**src/rtl/bus_controller.sv**
```systemverilog
// bus_controller: Moore-decoded control FSM that sequences mv/mvi/add/sub/sin/cos
// over a shared bus, driving register, ALU and CORDIC selects and enables.
module bus_controller (
  input  logic        Clock,
  input  logic        Reset,
  input  logic        Run,
  input  logic [31:0] DIN,
  input  logic        CordicDone,
  output logic [31:0] Rout,
  output logic        Gout,
  output logic        DINout,
  output logic        Sinout,
  output logic        Cosout,
  output logic [31:0] Rin,
  output logic        Ain,
  output logic        Gin,
  output logic        AddSub,
  output logic        CordicStart,
  output logic        Busy,
  output logic        Done
);
  typedef enum logic [2:0] {IDLE, T1, T2, T3, WAIT} state_t;
  state_t      r_state, w_next;
  logic [13:0] r_ir;
  logic [3:0]  w_op;
  logic [31:0] w_xsel, w_ysel;
  logic        w_unused;
  assign w_unused = ^DIN[17:0];
  assign w_op   = r_ir[13:10];
  assign w_xsel = 32'h1 << r_ir[9:5];
  assign w_ysel = 32'h1 << r_ir[4:0];
  always_ff @(posedge Clock or posedge Reset)
    if (Reset) begin
      r_state <= IDLE;
      r_ir    <= '0;
    end else begin
      r_state <= w_next;
      if (r_state == IDLE && Run) r_ir <= DIN[31:18];
    end
  always_comb begin
    w_next      = r_state;
    Rout        = '0;
    Rin         = '0;
    Gout        = 1'b0;
    DINout      = 1'b0;
    Sinout      = 1'b0;
    Cosout      = 1'b0;
    Ain         = 1'b0;
    Gin         = 1'b0;
    AddSub      = 1'b0;
    CordicStart = 1'b0;
    Done        = 1'b0;
    Busy        = r_state != IDLE;
    case (r_state)
      IDLE: w_next = Run ? T1 : IDLE;
      T1: begin
        w_next = IDLE;
        case (w_op)
          4'd0: begin
            Rout = w_ysel;
            Rin  = w_xsel;
            Done = 1'b1;
          end
          4'd1: begin
            DINout = 1'b1;
            Rin    = w_xsel;
            Done   = 1'b1;
          end
          4'd2, 4'd3: begin
            Rout   = w_xsel;
            Ain    = 1'b1;
            w_next = T2;
          end
          4'd4, 4'd5: begin
            Rout        = w_ysel;
            CordicStart = 1'b1;
            w_next      = WAIT;
          end
          default: Done = 1'b1;
        endcase
      end
      T2: begin
        Rout   = w_ysel;
        Gin    = 1'b1;
        AddSub = w_op == 4'd3;
        w_next = T3;
      end
      WAIT: w_next = CordicDone ? T3 : WAIT;
      T3: begin
        Gout   = w_op == 4'd2 || w_op == 4'd3;
        Sinout = w_op == 4'd4;
        Cosout = w_op == 4'd5;
        Rin    = w_xsel;
        Done   = 1'b1;
        w_next = IDLE;
      end
      default: w_next = IDLE;
    endcase
  end
endmodule

```
**config.mk**
```make
export PLATFORM = sky130hd
export DESIGN_NAME = bus_controller
export DESIGN_NICKNAME = d
export VERILOG_FILES = /design/src/rtl/bus_controller.sv
export SDC_FILE = /design/constraint.sdc
export NUM_CORES = 1
export LEC_CHECK = 0
export ABC_AREA = 1
export CAP_MARGIN = 10
export CORE_UTILIZATION = 40
export DETAILED_ROUTE_END_ITERATION = 10
export MAX_ROUTING_LAYER = met4
export PLACE_DENSITY = 0.82
export SLEW_MARGIN = 10
export SYNTH_ARGS = -nofsm -noshare
export SYNTH_HDL_FRONTEND = slang
export SYNTH_SLANG_ARGS = --single-unit
```
**constraint.sdc**
```tcl
create_clock -name Clock -period 1.74 [get_ports Clock]
set_input_delay 0.348 -clock Clock [delete_from_list [all_inputs] [get_ports Clock]]
set_output_delay 0.348 -clock Clock [all_outputs]
set_load 0.01 [all_outputs]
```
# Word-level counts from Yosys, hierarchy flattened
# Index checks and enable logic that the tools add are counted.
# word_totals
ff_bits	17
in_bits	36
out_inout_bits	74
elab_cells	44
# op_classes
eq_ne	9
shifts	2
n_mux	21
n_reduce_logical	10
# ops
op	n
32-bit one-hot mux with 2 select lines	3
1-bit by 5-bit << shifter with 32-bit output, first input constant	2
32-bit 2-to-1 mux	1
1-bit 2-to-1 mux	13
3-bit one-hot mux with 4 select lines	1
4-bit by 2-bit == test with 1-bit output, second input constant	2
4-bit by 3-bit == test with 1-bit output, second input constant	2
3-bit by 2-bit == test with 1-bit output, second input constant	2
3-bit one-hot mux with 2 select lines	1
2-bit OR reduction	3
4-bit by 1-bit == test with 1-bit output, second input constant	1
4-bit zero test	1
4-bit OR reduction	1
3-bit by 1-bit == test with 1-bit output, second input constant	1
3-bit == test, second input constant	1
3-bit zero test	1
3-bit 2-to-1 mux	1
3-bit nonzero test	1
3-bit OR reduction	1
1-bit one-hot mux with 2 select lines	1
1-bit logical AND	1
1-bit logical OR	1

# Longest topological paths before layout
# logic_depth
ltp_word	4
ltp_mapped	8
depth_no_buf	7

# Least setup slack after synthesis
# Ideal clock, no wire load.
# synth_timing
path_kind	flip-flop to output port
from	reg r_ir[12]
to	out Rin[10]
arrival_ns	1.155
required_time_ns	1.392
setup_slack_ns	0.237
stages_incl_launch_ff	8
path_buffers	2
cell_sequence	dfrtp_1 -> inv_1 -> nand2_1 -> nor2_1 -> o21ai_1 -> buf_4 -> buf_6 -> nor3_2
# synth_via
elab_chain_cells	4
word_cells_on_any_way	5
cone_classes	eq/ne: 1; mux: 2; reduce/logical: 2
# synth_lines
element	line_no	text
start, declared	24	logic [13:0] r_ir;
start signal, assigned	38	if (r_state == IDLE && Run) r_ir <= DIN[31:18];
4-bit by 1-bit == test with 1-bit output or 4-bit zero test (tied branches)	58	case (w_op)
2-bit OR reduction (no source line) *	n/a	
32-bit 2-to-1 mux *	58	
32-bit one-hot mux with 2 select lines *	54	case (r_state)
end, declared	14	output logic [31:0] Rin,
# Every way passes the cells marked *; elsewhere a longest branch is shown, timed or not.

# Worst setup path after layout
# layout_timing
from	reg r_state[0]
to	out Rout[27]
# layout_via
elab_chain_cells	2
word_cells_on_any_way	3
cone_classes	eq/ne: 2; mux: 1
# layout_lines
element	line_no	text
start, declared	23	state_t r_state, w_next;
start signal, assigned	37	r_state <= w_next;
3-bit by 2-bit == test with 1-bit output or 3-bit by 1-bit == test with 1-bit output (tied branches)	54	
32-bit one-hot mux with 2 select lines *	54	
end, declared	9	output logic [31:0] Rout,
# Marked as above.

==> impl_metrics.csv <==
group,metric,value,unit
run_status,status,"finished, violations left",
run_status,failed_checks,"negative setup slack",
floorplanning,die_x,72.6,um
grt,grt_max_degree,34,
grt,first_global_vias,2729,
floorplanning,num_rows,25,
cts,cts.sinks,17,
sta,grt_setup_unrepaired,"true",
placement,placed_cells,540,
sta,fin_crit,2.10,ns
detailed_routing,viasPerCell,5.57,
floorplanning,ioPinCount,110,
synthesis,yosys.area.top_type,"dfrtp_1",
critical_path,r2r-end,"r_ir[11]",
power_and_ir_drop,pwr-share-seq,15.6,%
floorplanning,die_area,0.00527,sq mm
placement,place_ws,-0.356,ns
synthesis,syn_avg_cell_area,5.57,sq um
cts,h-tree-depth,1,
power_and_ir_drop,switching_power,2.85,mW
detailed_routing,remaining_drc_errors,0,
power_and_ir_drop,p_leak,1.97,nW
detailed_routing,first_pass_iters,5,
power_and_ir_drop,p_clk_share,6.0,%
sta,fin_skew,0.00491,ns
placement,port_buffers,91,
floorplanning,fp.dieH,72.6,um
cts,cts_max_path_buffers,2,
cts,clk_latency,0.26,ns
sta,hold_viol,0,
detailed_routing,finalWirelength,9.34,mm
finish,drive_gt1_share,49.5,%
critical_path,cp.required,1.39,ns
critical_path,arrival,1.75,ns
placement,dpl-instance-area,0.00327,sq mm
cts,clkSlewWorstSetupHoldPaths,0.08,ns
synthesis,synth_top_area_share,21.3,%
sta,worst_pin_slew,0.316,ns
critical_path,r2r_start,"r_state[1]",
critical_path,rrSetupSlack,0.29,ns
power_and_ir_drop,pwr_density_cell,1410,mW/mm^2
critical_path,cp_max_fo,33,
detailed_routing,ant_nets,0,
detailed_routing,drt_iter0_markers,306,
critical_path,cp-start-kind,"flip-flop",
power_and_ir_drop,p_comb_share,78.4,%
finish,final_cells,564,
finish,fin_nets,534,
synthesis,ys_seq_area_share,21.3,%
power_and_ir_drop,switching_share,54.4,%
grt,grt-ovfl-total,0,
sta,report.final.slew_viol_count,0,
placement,place_hpwl,5.28,mm
hold_path,hp-class,"in2async",
job,cap_viol_max_count,0,
critical_path,critPathMostFrequentCell,"nor2_4",
critical_path,r2r_cells,6,
sta,setup_viol,71,
finish,area.growth.synth_to_final,86.0,%
finish,diodes,0,
sta,post-route-worst-setup-slack,-0.361,ns
synthesis,ys_ff_latch,17,
critical_path,endpoint_kind,"primary output",
cts,cts_tree,"done",
critical_path,critPathKind,"reg2out",
critical_path,slowest_stage,"dfrtp_1",
critical_path,slowest_delay,0.42,ns
synthesis,syn_nets,394,
sta,fmax,0.476,GHz
synthesis,synth_area_leaders,"dfrtp_1, nand2_1, nor2_1",
placement,place.gp.congestion,0.914,
grt,grt_usage,31.1,%
sta,slew_headroom,78.8,%
finish,design_area,0.00371,sq mm
synthesis,synthCells,358,
grt,antenna_found_initial,0,
detailed_routing,num_vias,3139,
cts,cts_root_buf,"clkbuf_8",
power_and_ir_drop,internal_power,2.38,mW
floorplanning,start_util,41.9,%
critical_path,cp_cell_sequence,"inv_2, nor2_4, nand2_2, nor2_4, buf_12, nand4_1, nand2_1, buf_2",
cts,numCtsBuffers,3,
power_and_ir_drop,ir_drop,1.06,mV
synthesis,syn-cell-area,0.00199,sq mm
grt,grt_pass1_wl,12.5,mm
sta,finalCritPeriodShare,121,%
synthesis,synth_cell_types,24,
floorplanning,coreArea,0.00475,sq mm
synthesis,ys_warn_count,0,
detailed_routing,wire_per_inst,16.6,um
-- power by group through the flow --
stage                     registers (mW)  clock network [mW]  logic [mW]
after floorplan                    0.700                   0        1.71
after detailed placement           0.758                   0        2.92
after CTS                          0.762               0.309        3.49
final                              0.817               0.312        4.10
after global routing               0.831               0.324        4.33
after global placement             0.748                   0        2.84
-- layout by cell type (no fill, tap or decap), types with 2 or more instances in the layout --
cell / netlist / layout
a21oi_1: 14 / 14
buf_12: 0 / 3
buf_2: 11 / 54
buf_4: 3 / 56
buf_6: 5 / 27
clkbuf_16: 0 / 2
clkbuf_2: 0 / 2
clkbuf_8: 0 / 3
clkdlybuf4s50_1: 0 / 17
dfrtp_1: 17 / 13
dfrtp_2: 0 / 4
inv_1: 18 / 17
inv_2: 7 / 6
nand2_1: 111 / 82
nand2_2: 1 / 23
nand2_4: 0 / 7
nand3_1: 23 / 15
nand3_2: 2 / 7
nand3_4: 0 / 3
nand4_1: 18 / 18
nor2_1: 76 / 66
nor2_2: 5 / 3
nor2_4: 1 / 13
nor3_1: 20 / 4
nor3_2: 10 / 18
nor3_4: 0 / 8
o21ai_0: 2 / 2
-- cell type report --
class,count,area (sq um)
well taps,67,83.8
clock inverters,1,5.00
inverters,26,105
repair buffers,163,1320
flip-flops and latches,17,430
clock buffers,3,41.3
fillers,328,1040
multi-input cells,287,1720
-- state kept, by name, indices dropped and copies added, names as in the netlist --
| signal | count |
|---|---|
| r_state | 3 |
| r_ir | 14 |
-- critical path: cells and delay by family (launching register included) --
kind / cells / cell delay (ns)
DFF: 1 / 0.42
and+or+nand+nor: 5 / 0.64
buffers and inverters: 3 / 0.43
-- timing repair --
action                                  in CTS  in global routing
hold buffers                                 0                  0
endpoints found under the setup margin      74                 73
gates cloned                                 3                  2
buffers inserted                            12                  7
pin swaps                                    4                 17
gates resized for setup                    267                166
-- cells in the mapped netlist --
library cell and n:
nand2_1 111, nor2_1 76, nand3_1 23, nor3_1 20, inv_1 18, nand4_1 18
dfrtp_1 17, a21oi_1 14, buf_2 11, nor3_2 10, clkbuf_1 8, inv_2 7
buf_6 5, nor2_2 5, buf_4 3, nand3_2 2, nor4_1 2, o21ai_0 2
buf_1 1, clkinv_1 1, nand2_2 1, nor2_4 1, o211ai_1 1, o21ai_1 1
-- worst max-delay path by stage --
stage / start / to / slack (ns)
2_1_floorplan: r_ir[12] / Rin[10] / 0.24
3_3_place_gp: r_ir[12] / Rout[27] / -0.29
3_5_place_dp: r_ir[12] / Rin[28] / -0.36
4_1_cts: r_state[2] / Rout[16] / -0.27
5_1_grt: r_state[0] / Rout[27] / -0.43
6_report: r_state[0] / Rout[27] / -0.36
-- metrics by stage --
| step | power (mW) | util [%] | setup TNS, ns | hold slack [ns] |
|---|---|---|---|---|
| 3_5_place_dp | 3.68 | 68.7 | -19.65 | 0.591 |
| 2_1_floorplan | 2.41 | - | 0 | 0.274 |
| 3_3_place_gp | 3.59 | 68.7 | -16.20 | 0.586 |
| 5_1_grt | 5.49 | 78.0 | -18.97 | 0.437 |
| 6_report | 5.23 | 78.0 | -15.75 | 0.412 |
| 4_1_cts | 4.56 | 70.9 | -15.23 | 0.405 |
-- layer usage --
layer  up-vias  global-route usage, %  share of wire [%]
met5         -                      -                  0
li1       1425                      -                  -
met4         0                   14.2                4.2
met2       186                   53.3                 51
met3        38                   4.83                7.6
met1      1490                   35.6                 37
-- logic make-up after synthesis --
family	share of synthesized area [%]
AOI/OAI and AO/OA	4.64
buffers and inverters	13.3
DFF	21.3
and+or+nand+nor	60.7
Note: power is estimated with default switching activity, not from simulation.
